### src/rtl/cg_pkg.sv
// Shared definitions for the conjugate-gradient phase sequencer: phase indices,
// FSM state encodings and the lane-count log2 helper.
package cg_pkg;

    localparam int NUM_PHASES = 8;

    localparam int PH_INIT_RR = 0;
    localparam int PH_MXV     = 1;
    localparam int PH_PAP     = 2;
    localparam int PH_ALPHA   = 3;
    localparam int PH_XR_UPD  = 4;
    localparam int PH_RR      = 5;
    localparam int PH_BETA    = 6;
    localparam int PH_P_UPD   = 7;

    // Phases that stream vector words; ALPHA and BETA are scalar divides.
    localparam logic [NUM_PHASES-1:0] VEC_PHASE_MASK = 8'b1011_0111;

    localparam logic [3:0] ST_IDLE    = 4'd0;
    localparam logic [3:0] ST_INIT_RR = 4'd1;
    localparam logic [3:0] ST_MXV     = 4'd2;
    localparam logic [3:0] ST_PAP     = 4'd3;
    localparam logic [3:0] ST_ALPHA   = 4'd4;
    localparam logic [3:0] ST_XR_UPD  = 4'd5;
    localparam logic [3:0] ST_RR      = 4'd6;
    localparam logic [3:0] ST_BETA    = 4'd7;
    localparam logic [3:0] ST_P_UPD   = 4'd8;
    localparam logic [3:0] ST_DONE    = 4'd9;

    // Phase states are encoded as phase index + 1.
    typedef enum logic [3:0] {
        S_IDLE    = ST_IDLE,
        S_INIT_RR = ST_INIT_RR,
        S_MXV     = ST_MXV,
        S_PAP     = ST_PAP,
        S_ALPHA   = ST_ALPHA,
        S_XR_UPD  = ST_XR_UPD,
        S_RR      = ST_RR,
        S_BETA    = ST_BETA,
        S_P_UPD   = ST_P_UPD,
        S_DONE    = ST_DONE
    } state_e;

    function automatic int log2_units(input int n);
        int r;
        r = 0;
        for (int i = 0; i < 31; i++) begin
            if ((1 << i) == n) r = i;
        end
        return r;
    endfunction

    function automatic logic [NUM_PHASES-1:0] phase_bit(input int k);
        return NUM_PHASES'(1) << k;
    endfunction

endpackage

### src/rtl/cg_phase_sequencer_vec_addr_gen.sv
// Vector read-address stream: emits 0..len-1 starting on the go cycle,
// stalls on request, then drops enable and holds the last address.
module vec_addr_gen #(
    parameter int ADDR_WIDTH = 32
) (
    input  logic                  clk,
    input  logic                  reset,
    input  logic                  go,
    input  logic                  active,
    input  logic                  stall,
    input  logic [31:0]           len,
    output logic [ADDR_WIDTH-1:0] addr,
    output logic                  en
);

    logic [ADDR_WIDTH-1:0] addr_q;
    logic [ADDR_WIDTH-1:0] cur_addr;
    logic [ADDR_WIDTH-1:0] last_addr;
    logic                  en_q;
    logic                  cur_en;

    // go overrides the registered state so word 0 appears in the go cycle itself.
    always_comb begin
        cur_addr  = go ? '0 : addr_q;
        cur_en    = go | en_q;
        last_addr = ADDR_WIDTH'(len - 32'd1);
    end

    always_ff @(posedge clk or negedge reset) begin
        if (!reset) begin
            addr_q <= '0;
            en_q   <= 1'b0;
        end else if (!active && !go) begin
            en_q <= 1'b0;
        end else if (cur_en && !stall) begin
            if (cur_addr == last_addr) begin
                addr_q <= cur_addr;
                en_q   <= 1'b0;
            end else begin
                addr_q <= cur_addr + 1'b1;
                en_q   <= 1'b1;
            end
        end else begin
            addr_q <= cur_addr;
            en_q   <= cur_en;
        end
    end

    assign addr = cur_addr;
    assign en   = cur_en;

endmodule

### src/rtl/cg_phase_sequencer.sv
// Phase scheduler for one CG solve: issues per-phase go pulses, drives the
// shared vector address stream and waits on each phase's done.
module cg_phase_sequencer
    import cg_pkg::*;
#(
    parameter int NO_OF_UNITS = 8,
    parameter int ADDR_WIDTH  = 32,
    parameter int ITER_WIDTH  = 11,
    parameter int MAX_ITER    = 1024
) (
    input  logic                  clk,
    input  logic                  reset,
    input  logic                  start,
    input  logic                  abort,
    input  logic [31:0]           total,
    input  logic [7:0]            phase_done,
    input  logic                  converged,
    input  logic                  vec_stall,
    output logic [7:0]            phase_go,
    output logic [7:0]            phase_active,
    output logic [ADDR_WIDTH-1:0] vec_rd_addr,
    output logic                  vec_rd_en,
    output logic [ITER_WIDTH-1:0] iteration,
    output logic                  busy,
    output logic                  halt,
    output logic                  max_reached,
    output logic                  len_err,
    output logic [31:0]           cycle_count
);

    localparam int                    LOG2_UNITS = log2_units(NO_OF_UNITS);
    localparam logic [ITER_WIDTH-1:0] ITER_LAST  = ITER_WIDTH'(MAX_ITER - 1);

    state_e                  state;
    logic [NUM_PHASES-1:0]   go_q;
    logic [31:0]             len_q;
    logic [ITER_WIDTH-1:0]   iter_q;
    logic                    maxr_q;
    logic                    lerr_q;
    logic [31:0]             cyc_q;

    logic [3:0]              st_raw;
    logic [2:0]              ph_idx;
    logic                    in_phase;
    logic [NUM_PHASES-1:0]   active;
    logic                    done_acc;
    logic [32:0]             len_calc;
    logic [31:0]             len_new;
    logic [ADDR_WIDTH-1:0]   gen_addr;
    logic                    gen_en;
    logic                    vec_phase;

    always_comb begin
        st_raw    = state;
        in_phase  = (state != S_IDLE) && (state != S_DONE);
        ph_idx    = 3'(st_raw - 4'd1);
        active    = in_phase ? phase_bit(int'(ph_idx)) : '0;
        // A done on the go cycle (go_q still set) is deliberately not accepted.
        done_acc  = in_phase && (go_q == '0) && |(phase_done & active);
        len_calc  = {1'b0, total} + 33'(NO_OF_UNITS - 1);
        len_new   = 32'(len_calc >> LOG2_UNITS);
        vec_phase = |(active & VEC_PHASE_MASK);
    end

    always_ff @(posedge clk or negedge reset) begin
        if (!reset) begin
            state  <= S_IDLE;
            go_q   <= '0;
            len_q  <= '0;
            iter_q <= '0;
            maxr_q <= 1'b0;
            lerr_q <= 1'b0;
            cyc_q  <= '0;
        end else begin
            go_q <= '0;
            if (in_phase && (cyc_q != '1)) cyc_q <= cyc_q + 32'd1;

            if (abort) begin
                state  <= S_IDLE;
                maxr_q <= 1'b0;
                lerr_q <= 1'b0;
            end else begin
                case (state)
                    S_IDLE, S_DONE: begin
                        if (start) begin
                            len_q  <= len_new;
                            iter_q <= '0;
                            cyc_q  <= '0;
                            maxr_q <= 1'b0;
                            lerr_q <= 1'b0;
                            if (len_new == '0) begin
                                state  <= S_DONE;
                                lerr_q <= 1'b1;
                            end else begin
                                state <= S_INIT_RR;
                                go_q  <= phase_bit(PH_INIT_RR);
                            end
                        end
                    end
                    default: begin
                        if (done_acc) begin
                            case (state)
                                S_INIT_RR: begin state <= S_MXV;    go_q <= phase_bit(PH_MXV);    end
                                S_MXV:     begin state <= S_PAP;    go_q <= phase_bit(PH_PAP);    end
                                S_PAP:     begin state <= S_ALPHA;  go_q <= phase_bit(PH_ALPHA);  end
                                S_ALPHA:   begin state <= S_XR_UPD; go_q <= phase_bit(PH_XR_UPD); end
                                S_XR_UPD:  begin state <= S_RR;     go_q <= phase_bit(PH_RR);     end
                                S_RR: begin
                                    if (converged) begin
                                        state <= S_DONE;
                                    end else if (iter_q == ITER_LAST) begin
                                        state  <= S_DONE;
                                        maxr_q <= 1'b1;
                                    end else begin
                                        state <= S_BETA;
                                        go_q  <= phase_bit(PH_BETA);
                                    end
                                end
                                S_BETA:    begin state <= S_P_UPD;  go_q <= phase_bit(PH_P_UPD);  end
                                S_P_UPD: begin
                                    iter_q <= iter_q + 1'b1;
                                    state  <= S_MXV;
                                    go_q   <= phase_bit(PH_MXV);
                                end
                                default: state <= S_IDLE;
                            endcase
                        end
                    end
                endcase
            end
        end
    end

    vec_addr_gen #(
        .ADDR_WIDTH (ADDR_WIDTH)
    ) u_vec_addr_gen (
        .clk    (clk),
        .reset  (reset),
        .go     (|(go_q & VEC_PHASE_MASK)),
        .active (vec_phase),
        .stall  (vec_stall),
        .len    (len_q),
        .addr   (gen_addr),
        .en     (gen_en)
    );

    assign phase_go     = go_q;
    assign phase_active = active;
    assign vec_rd_addr  = gen_addr;
    assign vec_rd_en    = gen_en & vec_phase;
    assign iteration    = iter_q;
    assign busy         = in_phase;
    assign halt         = (state == S_DONE);
    assign max_reached  = maxr_q;
    assign len_err      = lerr_q;
    assign cycle_count  = cyc_q;

endmodule

### config.mk
export PLATFORM = sky130hd
export DESIGN_NAME = cg_phase_sequencer
export DESIGN_NICKNAME = d
export VERILOG_FILES = /design/src/rtl/cg_pkg.sv /design/src/rtl/cg_phase_sequencer_vec_addr_gen.sv /design/src/rtl/cg_phase_sequencer.sv
export SDC_FILE = /design/constraint.sdc
export NUM_CORES = 1
export LEC_CHECK = 0
export CORE_ASPECT_RATIO = 2
export CORE_MARGIN = 8
export CORE_UTILIZATION = 48
export DETAILED_ROUTE_END_ITERATION = 8
export PLACE_DENSITY_LB_ADDON = 0.2
export SLEW_MARGIN = 20
export SYNTH_ARGS = -nofsm -noshare
export SYNTH_HDL_FRONTEND = slang
export SYNTH_SLANG_ARGS = --single-unit
### constraint.sdc
create_clock -name clk -period 3.2 [get_ports clk]
set_input_delay 0.64 -clock clk [delete_from_list [all_inputs] [get_ports clk]]
set_output_delay 0.64 -clock clk [all_outputs]
set_load 0.01 [all_outputs]
-- After elaboration in Yosys (flattened, before gate mapping)
Cells that the tools add are included.
- output and inout port bits: 96
- input bits: 46
- logic and storage cells: 108
- register bits after elaboration: 120
- shift-type cells: 1
- bitwise operators: 4
- multiplexer cells: 42
- reduce and logical (&&, ||, !) cells: 30
- $add $sub $neg: 6
- equal/unequal tests: 16
- operators by type and width (cell ; number):
    two-way mux 32 bit ; 7
    adder 32 x 1 -> 32 bit, second input constant ; 2
    one-hot mux 8 bit (7 select lines) ; 1
    two-way mux 11 bit ; 4
    adder 32 x 3 -> 33 bit, second input constant ; 1
    equality test 32 bit ; 1
    zero test 32 bit ; 1
    two-way mux 8 bit ; 4
    inequality test 32 bit, second input constant ; 1
    subtractor 30 x 1 -> 31 bit, second input constant ; 1
    two-way mux 4 bit ; 7
    one-hot mux 4 bit (7 select lines) ; 1
    equality test 4 x 3 -> 1 bit, second input constant ; 4
    two-way mux 1 bit ; 16
    two-way mux 7 bit ; 2
    OR reduction 6 bit ; 2
    adder 11 x 1 -> 11 bit, second input constant ; 1
    equality test 11 x 10 -> 1 bit, second input constant ; 1
    nonzero test 3 bit ; 3
    AND 8 bit ; 1
    equality test 4 x 2 -> 1 bit, second input constant ; 2
    equality test 4 bit, second input constant ; 2
    zero test 8 bit ; 1
    nonzero test 2 bit ; 4
    20 further kinds ; 29

-- Depth between registers and ports, before layout
Gate-level depths: netlist of the first run.
- depth after elaboration: 9
- mapped depth: 15
- gate-level depth less buffers: 13

-- Modules after synthesis
A second synthesis of the first run with hierarchy kept.
- cell total of the unflattened synthesis: 999
- area total of the unflattened synthesis: 8346.8 um^2
- modules (own cells, without submodules) (module ; seq. area each (um^2) ; cells each ; instances ; area each (um^2)):
    cg_phase_sequencer ; 2177.1 ; 592 ; 1 ; 5102.4
    vec_addr_gen ; 825.8 ; 407 ; 1 ; 3244.4

-- Worst setup path before layout of the first run
Ideal clock, no wire load.
- kind: flip-flop to flip-flop
- from: register go_q[1] (netlist: phase_go[1])
- to: register u_vec_addr_gen.addr_q[24]
- cell stages (with the launch flop): 13
- setup time: 128 ps
- setup slack: -305 ps
- arrival time: 3377 ps
- required time: 3072 ps
- cells stage by stage: dfrtp_1 > nor4_4 > buf_2 > clkbuf_1 > and3_1 > ha_1 > nor3b_1 > nand3_1 > nor2_1 > nand4_1 > or4_1 > nor3_1 > mux2_1
- cells in the longest elaborated chain, start to end: 5
- elaborated cells between the ends (all ways): 10
- ends and longest elaborated chain (what ; line ; source):
    start, declared ; cg_phase_sequencer.sv:35 ; logic [NUM_PHASES-1:0] go_q;
    start signal, assigned ; cg_phase_sequencer.sv:96 ; go_q <= phase_bit(PH_INIT_RR);
    start signal, assigned ; cg_phase_sequencer.sv:116 ; go_q <= phase_bit(PH_BETA);
    start signal, assigned ; cg_phase_sequencer.sv:123 ; go_q <= phase_bit(PH_MXV);
    OR reduction 6 bit (*) ; cg_phase_sequencer.sv:139 ; .go (|(go_q & VEC_PHASE_MASK)),
    two-way mux 32 bit (*) ; cg_phase_sequencer_vec_addr_gen.sv:24 ; cur_addr = go ? '0 : addr_q;
    via vec_rd_addr[0] ; cg_phase_sequencer.sv:21 ; output logic [ADDR_WIDTH-1:0] vec_rd_addr,
    adder 32 x 1 -> 32 bit / equality test 32 bit (equally long branches) ; cg_phase_sequencer_vec_addr_gen.sv:40, cg_phase_sequencer_vec_addr_gen.sv:36 ;
    two-way mux 32 bit (*) ; cg_phase_sequencer_vec_addr_gen.sv:36 ; if (cur_addr == last_addr) begin
    two-way mux 32 bit (*) ; cg_phase_sequencer_vec_addr_gen.sv:35 ; end else if (cur_en && !stall) begin
    end signal, assigned ; cg_phase_sequencer_vec_addr_gen.sv:37 ; addr_q <= cur_addr;
    end signal, assigned ; cg_phase_sequencer_vec_addr_gen.sv:40 ; addr_q <= cur_addr + 1'b1;
    end signal, assigned ; cg_phase_sequencer_vec_addr_gen.sv:44 ; addr_q <= cur_addr;
    end, declared ; cg_phase_sequencer_vec_addr_gen.sv:16 ; logic [ADDR_WIDTH-1:0] addr_q;
The timed path passes the listed nets; every way through them passes the cells marked *.
A chain may end at the register's enable or synchronous reset.

-- Final worst setup path of the first run
- from: register len_q[0]
- to: register u_vec_addr_gen.addr_q[31]
- cells in the longest elaborated chain, start to end: 4
- ends and longest elaborated chain (what ; line ; source):
    start, declared ; cg_phase_sequencer.sv:36 ; logic [31:0] len_q;
    start signal, assigned ; cg_phase_sequencer.sv:86 ; len_q <= len_new;
    subtractor 30 x 1 -> 31 bit ; cg_phase_sequencer_vec_addr_gen.sv:26 ; last_addr = ADDR_WIDTH'(len - 32'd1);
    equality test 32 bit ; cg_phase_sequencer_vec_addr_gen.sv:36 ;
    two-way mux 32 bit ; cg_phase_sequencer_vec_addr_gen.sv:36 ;
    two-way mux 32 bit ; cg_phase_sequencer_vec_addr_gen.sv:35 ;
No other way between the ends.

==> results of run 1 <==
## sequential cells by signal, indices dropped and copies added, names as in the netlist
signal / cells
u_vec_addr_gen.addr_q: 32
len_q: 30
cycle_count: 32
u_vec_addr_gen.en_q: 1
max_reached: 1
phase_go: 8
len_err: 1
st_raw: 4
iteration: 11
## cells in the mapped netlist, drive strengths merged, types with 6 or more instances
| library cell | instances |
|---|---|
| nand2 | 122 |
| dfrtp | 120 |
| nor2 | 106 |
| xnor2 | 79 |
| xor2 | 58 |
| o21ai | 51 |
| nand3 | 43 |
| nor3 | 42 |
| inv | 40 |
| clkbuf | 35 |
| nor4 | 30 |
| nand4 | 25 |
| and3 | 23 |
| a21oi | 18 |
| or3 | 15 |
| or4 | 11 |
| nand2b | 10 |
| buf | 9 |
| mux2i | 8 |
| nor3b | 7 |
| a31oi | 6 |
| nor2b | 6 |
| or2 | 6 |
## timing repair
action | 4_1_cts | 5_1_grt
pin swaps | 2 | 13
gates cloned | 0 | 2
gates resized for setup | 8 | 25
setup buffers | 1 | 8
endpoints found under the setup margin | 15 | 40
## metrics by stage
stage / hold slack, ns / util [%] / power [mW] / area [µm²]
after floorplan: 0.344 / - / 3.90 / 7940
after global placement: 0.508 / 62.6 / 4.96 / 10100
after detailed placement: 0.542 / 62.6 / 5.03 / 10100
after CTS: 0.218 / 66.8 / 7.15 / 10800
after global routing: 0.251 / 68.1 / 7.66 / 11000
final: 0.205 / 68.1 / 7.22 / 11000
## worst max-delay path: stages (launching register included)
cell	delay, ns
sky130_fd_sc_hd__dfrtp_1	0.39
sky130_fd_sc_hd__inv_2	0.09
sky130_fd_sc_hd__ha_4	0.14
sky130_fd_sc_hd__or3b_4	0.37
sky130_fd_sc_hd__or2_4	0.26
sky130_fd_sc_hd__or4_4	0.48
sky130_fd_sc_hd__nor3_4	0.14
sky130_fd_sc_hd__mux2i_1	0.20
sky130_fd_sc_hd__nand4_1	0.15
sky130_fd_sc_hd__nor4_4	0.36
sky130_fd_sc_hd__buf_4	0.20
sky130_fd_sc_hd__clkbuf_16	0.17
sky130_fd_sc_hd__nor4_2	0.06
sky130_fd_sc_hd__xor2_1	0.15
## where the power goes
part	internal [mW]	switching [mW]	leakage, nW
sequential	1.78	0.339	1.62
combinational	1.36	1.66	2.77
clock	1.36	0.719	0.305
total	4.51	2.71	4.69
## metal layers
metal	wire [µm]	global-route usage, %	up-vias	share of wire (%)
met4	720	9.29	0	3.1
met2	11700	37.4	261	50
met3	1330	4.45	57	5.7
met1	9490	26.7	3559	41
li1	-	-	3671	-
met5	0	0	-	0
## final cells by class
class                   count  area, µm²  share of cell area [%]
well taps                 204        255                    2.33
clock buffers              21        470                    4.29
inverters                  40        150                    1.37
multi-input cells         732       4690                    42.8
clock inverters            11        170                    1.55
repair buffers            235       2220                    20.2
flip-flops and latches    120       3000                    27.4
## logic make-up after synthesis
logic type / Yosys count
adders and majority gates: 4
xor gates and xnor gates: 137
muxes: 14
AOI/OAI and AO/OA: 109
DFF: 120
buffers and inverters: 84
and+or+nand+nor: 468
## worst paths after layout
| kind | slack (ns) | endpoint | start |
|---|---|---|---|
| max reg2reg | -0.08 | u_vec_addr_gen.addr_q[31]$_DFFE_PN0N_ | len_q[0]$_DFFE_PN0P_ |
| min in group clk | 0.55 | len_err$_DFFE_PN0P_ | len_err$_DFFE_PN0P_ |
| max in group asynchronous | 2.26 | len_q[10]$_DFFE_PN0P_ | reset |
| min reg2reg | 0.55 | len_err$_DFFE_PN0P_ | len_err$_DFFE_PN0P_ |
| max | -0.08 | u_vec_addr_gen.addr_q[31]$_DFFE_PN0N_ | len_q[0]$_DFFE_PN0P_ |
| min | 0.21 | u_vec_addr_gen.addr_q[29]$_DFFE_PN0N_ | reset |
==> summary.txt, run 1 <==
ROUTE
-----------------------------------------------------------------------------------
Per-cell routed wire length                                                 17.0 µm
Remaining antenna violation count                                                 0
Post-Route WL                                                             23,200 µm
Remaining routing DRC violations                                                  0
Via density per instance                                                       5.54
DRC violation total after the first TritonRoute iteration                       413
Overall via count from detail_route                                           7,548
1st-pass router iterations                                                        5

PLACE
-----------------------------------------------------------------------------------
Placer's final routability congestion estimate                                0.935
Post-DP HPWL                                                              17,400 µm
Worst slack, placed                                                       -0.139 ns
Port Buf Inserts                                                                141
# placed instances                                                            1,320

SYNTH
-----------------------------------------------------------------------------------
Gate count after technology mapping                                             936
Largest cells by area after synthesis                                  sky130_fd_sc_hd__dfrtp_1 (38%), sky130_fd_sc_hd__xnor2_1 (8.8%), sky130_fd_sc_hd__xor2_1 (6.5%)
Main combinational cell family by area after synthesis                 simple AND/OR/NAND/NOR gates
Ys async rst share                                                             100%
Area share of fa/ha/maj cells after synthesis                                0.639%
Post-synth net total                                                            986
Predominant post-synthesis flop cell                                   sky130_fd_sc_hd__dfrtp_1
Average cell area after synthesis                                          8.37 µm²
Netlist cell types                                                               65
Dominant cell type by area after synthesis                             sky130_fd_sc_hd__dfrtp_1
Warning count from the yosys run                                                  0
Mapped Area                                                             0.00784 mm²
XOR/XNOR Fraction of Synth Area                                               15.3%
Proportion of netlist area held by the largest area contributor               38.3%
Synth Area in Compound Gates                                                  8.38%
Sequential cell area fraction in the yosys report                             38.3%
Share of cell area taken by muxes after synthesis                             2.03%
Post-Synth Simple-Gate Area                                                   30.8%
#FFs+latches synth                                                              120
EDFF count, synth                                                                 0

TIMING
-----------------------------------------------------------------------------------
Worst path setup slack after routing                                     -0.0780 ns
Share of the clock period used by the worst path                               102%
Clock period minus final worst setup slack                                  3.28 ns
Count of endpoints failing setup in the final report                             23
Transition time at the pin with the least slew margin                      0.773 ns
Aggregate negative setup slack                                            -0.697 ns
Worst slew margin                                                             48.1%
Final Hold Viols                                                                  0
Worst setup skew after layout                                             0.0108 ns
Pins Over Slew Limit                                                              0
F_max                                                                     0.305 GHz
RSZ-0062 raised after global routing                                           true

FINAL LAYOUT
-----------------------------------------------------------------------------------
Area delta synth->final                                                       39.9%
N_diodes                                                                          0
Fraction of final layout cells with drive strength greater than 1             15.7%
Number of inserted filler cells in the final layout                           1,335
NumNets Final                                                                 1,196
Count of placed standard cells in the final layout, fillers left out          1,363
Most common cell after layout, fill and taps aside                     sky130_fd_sc_hd__clkdlybuf4s50_1
Most frequent cells in the layout                                      sky130_fd_sc_hd__clkdlybuf4s50_1 (137), sky130_fd_sc_hd__nand2_1 (120), sky130_fd_sc_hd__dfrtp_1 (119), sky130_fd_sc_hd__nor2_1 (104), sky130_fd_sc_hd__buf_4 (86)

CTS
-----------------------------------------------------------------------------------
Worst skew pair latency                                                     0.42 ns
Root buffer cell                                                       sky130_fd_sc_hd__clkbuf_16
Count of hold buffers inserted by post-cts repair                                 0
Clock-pin slew on the worst setup and hold paths                            0.06 ns
Clock tree from TritonCTS                                                     built
TritonCTS buffer count                                                           17
Clock net sink count                                                            120
Clock tree buffer depth                                                           2
H-tree lvl count                                                                  4

SETUP PATH
-----------------------------------------------------------------------------------
Data arrival at the endpoint of the critical path                           3.57 ns
Critical Path RT                                                            3.49 ns
Critical path class                                                      reg -> reg
Highest fanout seen on the critical path                                          6
Worst setup SP type                                                            flop
Endpoint kind of the worst setup timing path                                   flop
R2r worst-path depth                                                             13

FLOORPLAN
-----------------------------------------------------------------------------------
Starting utilization of the core area                                         48.7%
Number of rows created at floorplan                                              66
Core ar.                                                                 0.0161 mm²
Die Ht                                                                       197 µm
I/O pin cnt                                                                     142
Area of the die                                                          0.0209 mm²
Floorplan die width                                                          106 µm

POWER
-----------------------------------------------------------------------------------
Static Leakage                                                              4.69 nW
Largest voltage drop on the vdd net                                      0.000446 V
Ratio of total power to cell area                                        659 mW/mm²

GLOBAL ROUTE
-----------------------------------------------------------------------------------
Pin count of the biggest net entering global routing                             58
Global-route wire length before repair                                    37,600 µm
Initial antenna violation count                                                   0
GRT Total Usage                                                               22.2%
Grt total ovfl                                                                    0
Via count of the first global-routing pass                                    7,565

WORST HOLD PATH
-----------------------------------------------------------------------------------
Worst hold path type                                                    in -> async

JOB
-----------------------------------------------------------------------------------
Max capacitance violation total                                                   0

RUN STATUS
-----------------------------------------------------------------------------------
Run status                                                             complete, but fails checks
Failing checks                                                         negative setup slack

(Power assumes the default switching activity.)
==> run 2: changes to the inputs <==
- ABC_AREA: unset -> 1
- CORE_UTILIZATION: 48 -> 50
==> run 2 against run 1 <==
- the flow now finishes without violations
- via count rose by 35%
- sequential share of layout area fell by 1.9 points
- first-iteration DRC count rose by 16%
- clock skew rose by 0.0011 ns
- worst hold slack got worse by 0.0055 ns
- clock power barely moved
- worst setup slack improved by 0.17 ns
- area after synthesis rose by 19%
- final cell count rose by 37%
- synthesized cell count rose by 56%
- combinational power rose by 12%
- critical endpoint is now vec_rd_addr[26]
- highest routed layer unchanged
==> summary.txt, run 2 <==
SYNTH
--------------------------------------------------------------------------------
Proportion of netlist area held by the largest area contributor            32.3%
Share of cell area taken by muxes after synthesis                             0%
Sequential cell area fraction in the yosys report                          32.3%
#FFs+latches synth                                                           120
Dominant cell type by area after synthesis                          sky130_fd_sc_hd__dfrtp_1
Area share of fa/ha/maj cells after synthesis                             0.539%
Warning count from the yosys run                                               0
Post-Synth Simple-Gate Area                                                46.3%
Largest cells by area after synthesis                               sky130_fd_sc_hd__dfrtp_1 (32%), sky130_fd_sc_hd__nand2_1 (17%), sky130_fd_sc_hd__inv_1 (8.8%)
Post-synth net total                                                       1,514
Most frequent cell after synthesis                                  sky130_fd_sc_hd__nand2_1
Gate count after technology mapping                                        1,464
Main combinational cell family by area after synthesis              simple AND/OR/NAND/NOR gates
Ys async rst share                                                          100%
EDFF count, synth                                                              0
Mapped Area                                                          0.00929 mm²
Average cell area after synthesis                                       6.35 µm²
Netlist cell types                                                            46
Top post-synthesis cells by count                                   sky130_fd_sc_hd__nand2_1 (433), sky130_fd_sc_hd__inv_1 (217), sky130_fd_sc_hd__nor2_1 (209), sky130_fd_sc_hd__dfrtp_1 (120), sky130_fd_sc_hd__nand3_1 (112)
XOR/XNOR Fraction of Synth Area                                            4.15%
Predominant post-synthesis flop cell                                sky130_fd_sc_hd__dfrtp_1
Synth Area in Compound Gates                                               6.09%

POWER
--------------------------------------------------------------------------------
Relative contribution of the clock network to total power                  27.3%
Ratio of total power to cell area                                     641 mW/mm²
Largest voltage drop on the vdd net                                   0.000495 V
Total internal power                                                     4.27 mW
Net switching power of the design                                        3.29 mW
Switching share of power                                                   43.5%
Logic gate share of total power                                            44.7%
Static Leakage                                                           5.42 nW
Relative contribution of sequential cells to total power                   28.0%

SETUP PATH
--------------------------------------------------------------------------------
Gate family responsible for the most delay along the worst path     simple AND/OR/NAND/NOR gates
R2r worst-path depth                                                          15
Slowest stage cell, crit path                                       sky130_fd_sc_hd__clkdlybuf4s50_1
Data arrival at the endpoint of the critical path                        2.47 ns
Start point of the critical path                                    phase_go[7]$_DFF_PN0_
Critical path class                                                   reg -> out
Levels on crit path                                                            6
Worst setup SP type                                                         flop
Worst setup path endpoint                                           vec_rd_addr[26]
Cell Chain, Critical Path                                           nor2_4 > nand2_4 > nor2_8 > nand2_1 > inv_1 > clkdlybuf4s50_1
Endpoint kind of the worst setup timing path                         output port
Highest fanout seen on the critical path                                      17
Start of the worst register-to-register path                        phase_go[7]$_DFF_PN0_
Register-to-Register Setup Slack                                         0.23 ns
Critical register-to-register path endpoint                         u_vec_addr_gen.addr_q[25]$_DFFE_PN0N_
Critical Path RT                                                         2.56 ns
CP bufs+invs                                                                   2
Worst stage delay on the critical path                                   0.56 ns

ROUTE
--------------------------------------------------------------------------------
Overall via count from detail_route                                       10,200
1st-pass router iterations                                                     5
Remaining routing DRC violations                                               0
Post-Route WL                                                          32,900 µm
Per-cell routed wire length                                              17.6 µm
Remaining antenna violation count                                              0
Via density per instance                                                    5.47
DRC violation total after the first TritonRoute iteration                    479

PLACE
--------------------------------------------------------------------------------
Placer's final routability congestion estimate                              1.01
Port Buf Inserts                                                             141
Post-DP HPWL                                                           26,400 µm

FLOORPLAN
--------------------------------------------------------------------------------
Die Ht                                                                    209 µm
Number of rows created at floorplan                                           70
Core ar.                                                              0.0182 mm²
Floorplan die width                                                       112 µm
Starting utilization of the core area                                      51.0%
Area of the die                                                       0.0235 mm²
I/O pin cnt                                                                  142

FINAL LAYOUT
--------------------------------------------------------------------------------
Most frequent cells in the layout                                   sky130_fd_sc_hd__nand2_1 (432), sky130_fd_sc_hd__inv_1 (217), sky130_fd_sc_hd__nor2_1 (209), sky130_fd_sc_hd__clkdlybuf4s50_1 (140), sky130_fd_sc_hd__dfrtp_1 (120)
NumNets Final                                                              1,687
Area of the multi-input gates                                        0.00532 mm²
Area delta synth->final                                                    26.9%
Number of inserted filler cells in the final layout                        1,720
End-of-flow core utilization                                               64.8%
N_diodes                                                                       0
Fraction of final layout cells with drive strength greater than 1          7.88%
Footprint of the flip-flops and latches                              0.00300 mm²
Most common cell after layout, fill and taps aside                  sky130_fd_sc_hd__nand2_1

GLOBAL ROUTE
--------------------------------------------------------------------------------
Initial antenna violation count                                                0
GRT Total Usage                                                            28.6%
Pin count of the biggest net entering global routing                          72
Met3 track utilization from global routing                                 4.88%
Global routing usage on met1                                               25.3%
Met2 track utilization from global routing                                 54.2%
Via count of the first global-routing pass                                10,500
Grt total ovfl                                                                 0
Top Usage Layer GRT                                                         met2
Global-route wire length before repair                                 52,500 µm

TIMING
--------------------------------------------------------------------------------
Share of the clock period used by the worst path                           97.2%
Transition time at the pin with the least slew margin                   0.706 ns
Clock period minus final worst setup slack                               3.11 ns
Worst slew margin                                                          52.9%
F_max                                                                  0.322 GHz
Count of endpoints failing setup in the final report                           0
Worst setup skew after layout                                          0.0118 ns
Aggregate negative setup slack                                              0 ns
Final Hold Viols                                                               0
Pins Over Slew Limit                                                           0
RSZ-0062 raised after global routing                                       false

CTS
--------------------------------------------------------------------------------
TritonCTS buffer count                                                        17
Worst skew pair latency                                                  0.43 ns
Root buffer cell                                                    sky130_fd_sc_hd__clkbuf_16
Clock tree from TritonCTS                                                  built
Clock net sink count                                                         120
Clock-pin slew on the worst setup and hold paths                         0.06 ns
Clock tree buffer depth                                                        2
H-tree lvl count                                                               4

JOB
--------------------------------------------------------------------------------
Max capacitance violation total                                                0

RUN STATUS
--------------------------------------------------------------------------------
Run status                                                          finished clean

WORST HOLD PATH
--------------------------------------------------------------------------------
Worst hold path type                                                 in -> async

[run 2: cell count changes in the layout (fill, tap and decap cells not counted), sizes merged, moves of 39 or more]
cell / change
buf: -56
inv: +182
nand2: +315
nand3: +71
nand4: +39
nor2: +141
xnor2: -73
[run 2: repair_timing]
item                       in CTS  in global routing
buffers inserted                1                  2
pin swaps                       1                  2
gates resized for setup         0                  2
gates cloned                    0                  0
hold buffers                    0                  0
setup endpoints to repair       1                 12
[run 2: cells by family (layout without fill, tap and decap cells)]
kind of cell,Yosys count,after routing
compound gates,100,100
flops,120,120
simple gates,950,950
buf+inv,246,432
fa+ha+maj,4,4
xor+xnor,44,44
[run 2: how the worst min path moves through the flow]
stage / from / end / slack, ns / cells after the start
after floorplan: reset / cycle_count[0]$_DFF_PN0_ / 0.34 / 0
after global routing: reset / u_vec_addr_gen.addr_q[0]$_DFFE_PN0N_ / 0.23 / 1
after CTS: reset / u_vec_addr_gen.addr_q[0]$_DFFE_PN0N_ / 0.22 / 1
after detailed placement: max_reached$_DFFE_PN0P_ / max_reached$_DFFE_PN0P_ / 0.51 / 2
final: reset / u_vec_addr_gen.addr_q[2]$_DFFE_PN0N_ / 0.20 / 1
after global placement: max_reached$_DFFE_PN0P_ / max_reached$_DFFE_PN0P_ / 0.51 / 2
[run 2: layout make-up]
class	instances	area share, %
clock buffer	26	4.40
inverter	222	7.09
multi-input combinational	1098	45.1
sequential	120	25.5
timing repair buffer	178	14.7
clock inverter	6	0.933
tap	216	2.29
[run 2: layer usage]
metal | wire length, µm | share of wire, %
met5 | 0 | 0
met4 | 2880 | 8.8
met3 | 1430 | 4.4
met2 | 17600 | 53
met1 | 11000 | 33
[run 2: power groups by stage]
| stage | Combinational [mW] | Clock [mW] | Sequential (mW) |
|---|---|---|---|
| 5_1_grt | 3.73 | 2.14 | 2.16 |
| 6_report | 3.38 | 2.06 | 2.12 |
| 2_1_floorplan | 2.15 | 0 | 2.09 |
| 4_1_cts | 3.33 | 2.07 | 2.11 |
| 3_3_place_gp | 3.28 | 0 | 2.12 |
| 3_5_place_dp | 3.31 | 0 | 2.13 |
[run 2: per-stage QoR]
step | total power [mW] | cell area, µm² | setup WS, ns | cells | hold WS (ns)
floorplan | 4.24 | 9290 | 0.799 | 1464 | 0.344
global placement | 5.40 | 11100 | 0.106 | 1831 | 0.507
detailed placement | 5.44 | 11100 | 0.112 | 1831 | 0.515
CTS | 7.51 | 11800 | 0.00181 | 1864 | 0.215
global route | 8.02 | 11800 | 0.0104 | 1866 | 0.233
finish | 7.56 | 11800 | 0.0910 | 1866 | 0.200
